<file path="src/rtl/axi_reg_channel.sv">
`default_nettype none
// ============================================================================
//  Module   : axi_reg_channel
//  Purpose  : Valid/ready register slice. Combinational bypass (MODE=0), a
//             cascade of forward registers (MODE=1) or a cascade of
//             main+skid buffers with fully registered ready (MODE=2).
//             Tracks the number of beats held in the channel.
//  Revision : 1.0 - initial release
// ============================================================================
module axi_reg_channel #(
  parameter int DATA_WIDTH = 32,
  parameter int NUM_STAGES = 2,
  parameter int MODE       = 2
) (
  input  logic                                  clk,
  input  logic                                  arst,
  input  logic                                  in_valid,
  input  logic [DATA_WIDTH-1:0]                 in_data,
  output logic                                  in_ready,
  output logic                                  out_valid,
  output logic [DATA_WIDTH-1:0]                 out_data,
  input  logic                                  out_ready,
  output logic [$clog2(2*NUM_STAGES+1)-1:0]     occupancy,
  output logic                                  idle
);

  localparam int                 c_OCC_W   = $clog2(2*NUM_STAGES+1);
  localparam logic [c_OCC_W-1:0] c_OCC_ONE = 1;

  typedef enum logic [1:0] {
    ST_EMPTY = 2'd0,
    ST_BUSY  = 2'd1,
    ST_FULL  = 2'd2
  } skid_state_t;

  assign idle = (occupancy == '0);

  generate
    if (MODE == 0) begin : g_bypass
      // Pure wires: clock and reset have no work to do here
      logic w_unused;
      assign w_unused  = clk ^ arst;
      assign out_valid = in_valid;
      assign out_data  = in_data;
      assign in_ready  = out_ready;
      assign occupancy = '0;
    end else begin : g_staged
      logic               w_in_hs;
      logic               w_out_hs;
      logic [c_OCC_W-1:0] r_occ;

      assign w_in_hs   = in_valid & in_ready;
      assign w_out_hs  = out_valid & out_ready;
      assign occupancy = r_occ;

      // Beat counter: +1 on accept, -1 on emit, unchanged when both happen
      always_ff @(posedge clk or posedge arst) begin
        if (arst) begin
          r_occ <= '0;
        end else begin
          case ({w_in_hs, w_out_hs})
            2'b10:   r_occ <= r_occ + c_OCC_ONE;
            2'b01:   r_occ <= r_occ - c_OCC_ONE;
            default: r_occ <= r_occ;
          endcase
        end
      end

      if (MODE == 1) begin : g_fwd
        logic                  r_live;
        logic [NUM_STAGES-1:0] r_valid;
        logic [DATA_WIDTH-1:0] r_data [NUM_STAGES];
        logic [NUM_STAGES:0]   w_rdy;
        logic [NUM_STAGES-1:0] w_upv;
        logic [DATA_WIDTH-1:0] w_upd [NUM_STAGES];

        // Ready ripples back from the sink; upstream view of each stage input
        always_comb begin
          w_rdy             = '0;
          w_rdy[NUM_STAGES] = out_ready;
          for (int k = NUM_STAGES - 1; k >= 0; k--) begin
            w_rdy[k] = r_live & (w_rdy[k+1] | ~r_valid[k]);
          end
          w_upv    = '0;
          w_upv[0] = in_valid;
          w_upd[0] = in_data;
          for (int k = 1; k < NUM_STAGES; k++) begin
            w_upv[k] = r_valid[k-1];
            w_upd[k] = r_data[k-1];
          end
        end

        // Stage registers load whenever the stage is ready; r_live holds ready low in reset
        always_ff @(posedge clk or posedge arst) begin
          if (arst) begin
            r_live  <= 1'b0;
            r_valid <= '0;
            for (int k = 0; k < NUM_STAGES; k++) begin
              r_data[k] <= '0;
            end
          end else begin
            r_live <= 1'b1;
            for (int k = 0; k < NUM_STAGES; k++) begin
              if (w_rdy[k]) begin
                r_valid[k] <= w_upv[k];
                if (w_upv[k]) begin
                  r_data[k] <= w_upd[k];
                end
              end
            end
          end
        end

        assign in_ready  = w_rdy[0];
        assign out_valid = r_valid[NUM_STAGES-1];
        assign out_data  = r_data[NUM_STAGES-1];
      end else begin : g_skid
        skid_state_t           r_state [NUM_STAGES];
        logic [NUM_STAGES-1:0] r_rdy;
        logic [DATA_WIDTH-1:0] r_main  [NUM_STAGES];
        logic [DATA_WIDTH-1:0] r_skid  [NUM_STAGES];
        logic [NUM_STAGES-1:0] w_upv;
        logic [NUM_STAGES-1:0] w_dnr;
        logic [NUM_STAGES-1:0] w_push;
        logic [NUM_STAGES-1:0] w_pop;
        logic [DATA_WIDTH-1:0] w_upd   [NUM_STAGES];

        // Handshakes per stage; every ready comes straight from a register
        always_comb begin
          w_upv    = '0;
          w_dnr    = '0;
          w_push   = '0;
          w_pop    = '0;
          w_upv[0] = in_valid;
          w_upd[0] = in_data;
          for (int k = 1; k < NUM_STAGES; k++) begin
            w_upv[k] = (r_state[k-1] != ST_EMPTY);
            w_upd[k] = r_main[k-1];
          end
          for (int k = 0; k < NUM_STAGES - 1; k++) begin
            w_dnr[k] = r_rdy[k+1];
          end
          w_dnr[NUM_STAGES-1] = out_ready;
          for (int k = 0; k < NUM_STAGES; k++) begin
            w_push[k] = w_upv[k] & r_rdy[k];
            w_pop[k]  = (r_state[k] != ST_EMPTY) & w_dnr[k];
          end
        end

        // Per-stage EMPTY/BUSY/FULL machine; ready is registered as (next state != FULL)
        always_ff @(posedge clk or posedge arst) begin
          if (arst) begin
            r_rdy <= '0;
            for (int k = 0; k < NUM_STAGES; k++) begin
              r_state[k] <= ST_EMPTY;
              r_main[k]  <= '0;
              r_skid[k]  <= '0;
            end
          end else begin
            for (int k = 0; k < NUM_STAGES; k++) begin
              case (r_state[k])
                ST_EMPTY: begin
                  r_rdy[k] <= 1'b1;
                  if (w_push[k]) begin
                    r_main[k]  <= w_upd[k];
                    r_state[k] <= ST_BUSY;
                  end
                end
                ST_BUSY: begin
                  r_rdy[k] <= 1'b1;
                  if (w_push[k] && !w_pop[k]) begin
                    r_skid[k]  <= w_upd[k];
                    r_state[k] <= ST_FULL;
                    r_rdy[k]   <= 1'b0;
                  end else if (w_pop[k] && !w_push[k]) begin
                    r_state[k] <= ST_EMPTY;
                  end else if (w_push[k] && w_pop[k]) begin
                    r_main[k] <= w_upd[k];
                  end
                end
                ST_FULL: begin
                  // Ready is low here, so only a pop can happen
                  if (w_pop[k]) begin
                    r_main[k]  <= r_skid[k];
                    r_state[k] <= ST_BUSY;
                    r_rdy[k]   <= 1'b1;
                  end else begin
                    r_rdy[k] <= 1'b0;
                  end
                end
                default: begin
                  r_state[k] <= ST_EMPTY;
                  r_rdy[k]   <= 1'b1;
                end
              endcase
            end
          end
        end

        assign in_ready  = r_rdy[0];
        assign out_valid = (r_state[NUM_STAGES-1] != ST_EMPTY);
        assign out_data  = r_main[NUM_STAGES-1];
      end
    end
  endgenerate

endmodule
`default_nettype wire

</file>
<file path="config.mk">
export PLATFORM = sky130hd
export DESIGN_NAME = axi_reg_channel
export DESIGN_NICKNAME = d
export VERILOG_FILES = /design/src/rtl/axi_reg_channel.sv
export SDC_FILE = /design/constraint.sdc
export NUM_CORES = 1
export LEC_CHECK = 0
export ABC_AREA = 0
export BUFFER_PORTS_ARGS = -buffer_cell sky130_fd_sc_hd__buf_4
export CAP_MARGIN = 20
export CORE_MARGIN = 5
export CORE_UTILIZATION = 58
export CTS_CLUSTER_DIAMETER = 60
export CTS_CLUSTER_SIZE = 30
export DETAILED_ROUTE_END_ITERATION = 6
export PLACE_DENSITY = 0.79
export RECOVER_POWER = 100
export REMOVE_ABC_BUFFERS = 1
export SYNTH_ARGS = -nofsm -noshare
export SYNTH_HDL_FRONTEND = slang
export SYNTH_SLANG_ARGS = --single-unit
</file>
<file path="constraint.sdc">
create_clock -name clk -period 6 [get_ports clk]
set_input_delay 1.2 -clock clk [delete_from_list [all_inputs] [get_ports clk]]
set_output_delay 1.2 -clock clk [all_outputs]
set_load 0.1 [all_outputs]
</file>
# Yosys cells after proc, flatten, opt, wreduce, memory -nomap -nowiden
# Index checks and enable logic that the tools add are counted.
# Widths: inputs -> output; s select.
# word_totals
register_bits	137
inputBits	36
out_inout_bits	38
# op_classes
addsub	2
n_eq_ne	18
mux	28
bitwise	3
n_reduce_logical	23
# op_table
cell	n
$mux 32	10
$pmux 32 s3	2
$ne 2x2->1 const B	10
$mux 2	7
$pmux 2 s3	2
$reduce_and 6->1	2
$eq 2x1->1 const B	3
$eq 2x2->1 const B	3
$logic_and 1x1->1	6
$ne 3x3->1 const B	2
$pmux 3 s2	1
$reduce_and 3->1	2
$reduce_bool 2->1	3
$reduce_bool 3->1	2
$logic_not 2->1	2
$mux 1	4
$pmux 1 s2	2
$reduce_and 2->1	2
$add 3x1->3 const B	1
$and 1x1->1	3
$logic_not 1->1	3
$logic_not 3->1	1
$sub 3x1->3 const B	1

# Depth between registers and ports, before layout
# logic_depth
word_depth	7
ltp_mapped	10
depth_no_buf	9

# Least setup slack after synthesis
# OpenSTA, ideal clock, no wires.
# synth_timing
kind	register to output
start	reg g_staged.r_occ[1] (netlist: occupancy[1])
end	out idle
arrival_ns	2.964
path_slack_ns	1.836
stages_incl_launch_ff	2
path_buffers	0
path_cell_list	dfrtp_1 nor3_1
# synth_between
elab_chain_len	1
# synth_rtl
item	line_no	text
from (decl)	50	logic [c_OCC_W-1:0] r_occ;
from (signal assigned)	62	2'b10: r_occ <= r_occ + c_OCC_ONE;
from (signal assigned)	63	2'b01: r_occ <= r_occ - c_OCC_ONE;
from (signal assigned)	64	default: r_occ <= r_occ;
$logic_not 3->1	36	assign idle = (occupancy == '0);
to (decl)	24	output logic idle
# Every way passes these cells.

# Final worst setup path
# layout_timing
start	reg g_staged.g_skid.r_state[0] (netlist bit)
end	reg g_staged.g_skid.r_main (netlist bit out_data[14])
# layout_between
elab_chain_len	6
# layout_rtl
item	line_no	text
from (decl)	118	skid_state_t r_state [NUM_STAGES];
from (signal, indexed assignment)	155	r_state[k] <= ST_EMPTY;
from (signal, indexed assignment)	166	r_state[k] <= ST_BUSY;
from (signal, indexed assignment)	173	r_state[k] <= ST_FULL;
$reduce_bool 2->1	146	w_pop[k] = (r_state[k] != ST_EMPTY) & w_dnr[k];
$and 1x1->1	146	
$logic_not 1->1	171	if (w_push[k] && !w_pop[k]) begin
$logic_and 1x1->1	171	
$ne 2x2->1 (no line)	-	
$reduce_and 6->1 (no line)	-	
to (signal, indexed assignment)	165	r_main[k] <= w_upd[k];
to (signal, indexed assignment)	178	r_main[k] <= w_upd[k];
to (signal, indexed assignment)	184	r_main[k] <= r_skid[k];
to (decl)	120	logic [DATA_WIDTH-1:0] r_main [NUM_STAGES];
# Several ways; a longest one is shown, not always the timed one.
# A chain may end at the register's enable or synchronous reset.

==> out/metrics.yaml <==
status:
  status: "complete, but fails checks"
  violations: "capacitance limit, slew limit"
sta:
  maxSlewHeadroom_pct: -124
  skew_ns: 0.00525
  max_freq_mhz: 262
  drv_slew: 221
  worst_pin_slew_ns: 3.34
  setup_ws_ns: 2.18
  final_hold_viol_count: 0
  fin_setup_tns_ns: 0
  rsz0062_at_grt: "false"
  min_period_ns: 3.82
  setup_viol: 0
  post-route-period-util_pct: 63.7
placement:
  gp_congestion: 0.851
  dp_cells: 645
  dp_hpwl_um: 7060
  pre_cts_slack_ns: 2.56
  portBuffers: 73
  place_area_um2: 6820
floorplan:
  coreArea_um2: 10900
  fp.dieW_um: 116
  start_util_pct: 59.3
  die_h_um: 116
  fp-row-count: 38
  top_level_ports: 74
  die_area_um2: 13300
logic_synthesis:
  synthCells: 490
  synth-main-ff-cell: "dfrtp_1"
  synth_cell_types: 31
  synth_edf_count: 0
  avgSynthCellArea_um2: 13.2
  synth.cell_area_um2: 6460
  yosys.area_share.simple_pct: 1.94
  synth_fa_ha_area_share_pct: 2.25
  synth.area.mux_share_pct: 27.8
  synth_seq_cells: 137
  synthXorXnorAreaFrac_pct: 0.542
  ys_warn_count: 0
  yosysSeqAreaShare_pct: 53.1
  synth_top_family_by_area: "multiplexers"
  synth_compound_area_share_pct: 7.40
  async_flop_share_pct: 100
route:
  vias: 3849
  viasPerCell: 5.69
  ant_nets: 0
  dr.first_iter.drc_count: 171
  drt-pass1-iter-count: 5
  wl_um: 11600
  wire_per_inst_um: 17.2
  drc_errors: 0
worst_setup_path:
  setup.worst_path.class: "reg2reg"
  crit_fanout: 36
  timing.reg2reg.setup_slack_ns: 2.18
  cp_data_arrival_time_ns: 4.25
  r2r_cells: 7
  crit_buf_inv: 2
  cp.required_ns: 6.42
  crit_path_end_kind: "flip-flop"
  cp_top_family: "compound AO/OA/AOI/OAI gates"
  slowest_delay_ns: 1.21
  cp_num_cells: 7
  cp_slowest_cell: "clkbuf_1"
  cp-start-kind: "flip-flop"
  cp_cell_sequence: "inv_1 > ha_1 > nand2b_1 > a221oi_4 > clkbuf_1 > a21oi_1 > a31oi_1"
cells_and_area:
  area_delta_synth_final_pct: 11.4
  stdcell_area_um2: 7200
  diodes: 0
  drive_gt1_share_pct: 31.7
  nNetsFinal: 571
  fin_cells: 677
grt:
  overflow: 0
  grt_pass1_vias: 3946
  grt_usage_pct: 18.7
  grt_pass1_wl_um: 19400
  grt_max_degree: 80
  antenna_found_initial: 0
cts:
  cts_hold_buf: 0
  ctsHtreeMaxLevel: 4
  path_clk_slew_ns: 0.06
  clock_latency_ns: 0.52
  cts_buffers: 17
  cts_tree: "built"
  ctsRootBufferMaster: "clkbuf_8"
  cts_setup_buffers: 0
  clk_path_buf_depth: 2
  cts_resized: 0
  clock-sinks: 137
run:
  maxCapViolations: 5
min_path:
  holdPathStages: 1
  hold_path_class: "reg2reg"
[cell usage in the layout, fill, tap and decap left out, types with 5 or more instances in the layout]
master       n
clkbuf_16   16
a21oi_1     35
clkinv_2     5
dfrtp_1    137
mux2_1      30
nor2_1       6
inv_1        8
a31oi_1     33
nand2_1      8
ha_1         9
clkbuf_1    44
mux2i_1     34
mux2_2      99
buf_4       38
[layout make-up]
class,count,area [um2]
Inverter,9,35.0
Clock inverter,8,71.3
Clock buffer,24,460
Timing Repair Buffer,78,439
Tap cell,140,175
Fill cell,823,3690
Multi-Input combinational cell,281,2590
Sequential cell,137,3430
[stage by stage]
step | util [%] | hold WS (ns)
after floorplan | - | 0.474
after global placement | 62.7 | 0.481
after detailed placement | 62.7 | 0.485
after CTS | 67.6 | 0.497
after global routing | 66.1 | 0.512
final | 66.1 | 0.488
[cells by family after synthesis]
kind of cell               count (synthesis)
AOI/OAI and AO/OA                         77
xor gates and xnor gates                   4
adders and majority gates                 11
buffers and inverters                     72
DFF                                      137
muxes                                    163
and+or+nand+nor                           26
[synth_stat cells (6+ instances only)]
cell      number  area [um2]
dfrtp_1      137        3430
mux2_2        99        1110
a21oi_1       35         175
mux2i_1       34         340
a31oi_1       33         206
buf_4         32         240
mux2_1        30         338
buf_2         15        75.1
ha_1          10         125
clkbuf_1       9        33.8
inv_1          9        33.8
nand2_1        8        30.0
buf_6          6        67.6
nor2_1         6        22.5
[routing by layer]
| metal | vias up | wire (um) | GRT usage [%] |
|---|---|---|---|
| met3 | 14 | 595 | 5.12 |
| met2 | 76 | 5510 | 28.9 |
| met1 | 1962 | 5420 | 25.8 |
| met4 | 0 | 125 | 6.42 |
| li1 | 1797 | - | - |
| met5 | - | 0 | 0 |
[registers in the layout, summed over array words and instances, names as in the netlist]
| signal | cells |
|---|---|
| g_staged.g_skid.r_skid | 64 |
| g_staged.g_skid.r_main | 32 |
| out_data | 32 |
| g_staged.g_skid.r_state | 4 |
| occupancy | 3 |
| g_staged.g_skid.r_rdy | 2 |
[worst paths after layout]
kind,endpoint,from
worst min register to register,occupancy[2],occupancy[2]
min in group asynchronous,g_staged.g_skid.r_rdy[0],arst
worst max-delay path,out_data[14],g_staged.g_skid.r_state[0]
max in group asynchronous,g_staged.g_skid.r_skid[8],arst
worst min-delay path,occupancy[2],occupancy[2]
worst max register to register,out_data[14],g_staged.g_skid.r_state[0]
Power is not shown: default switching activity piles up to over one toggle a cycle in this logic, so the estimate is an artifact.
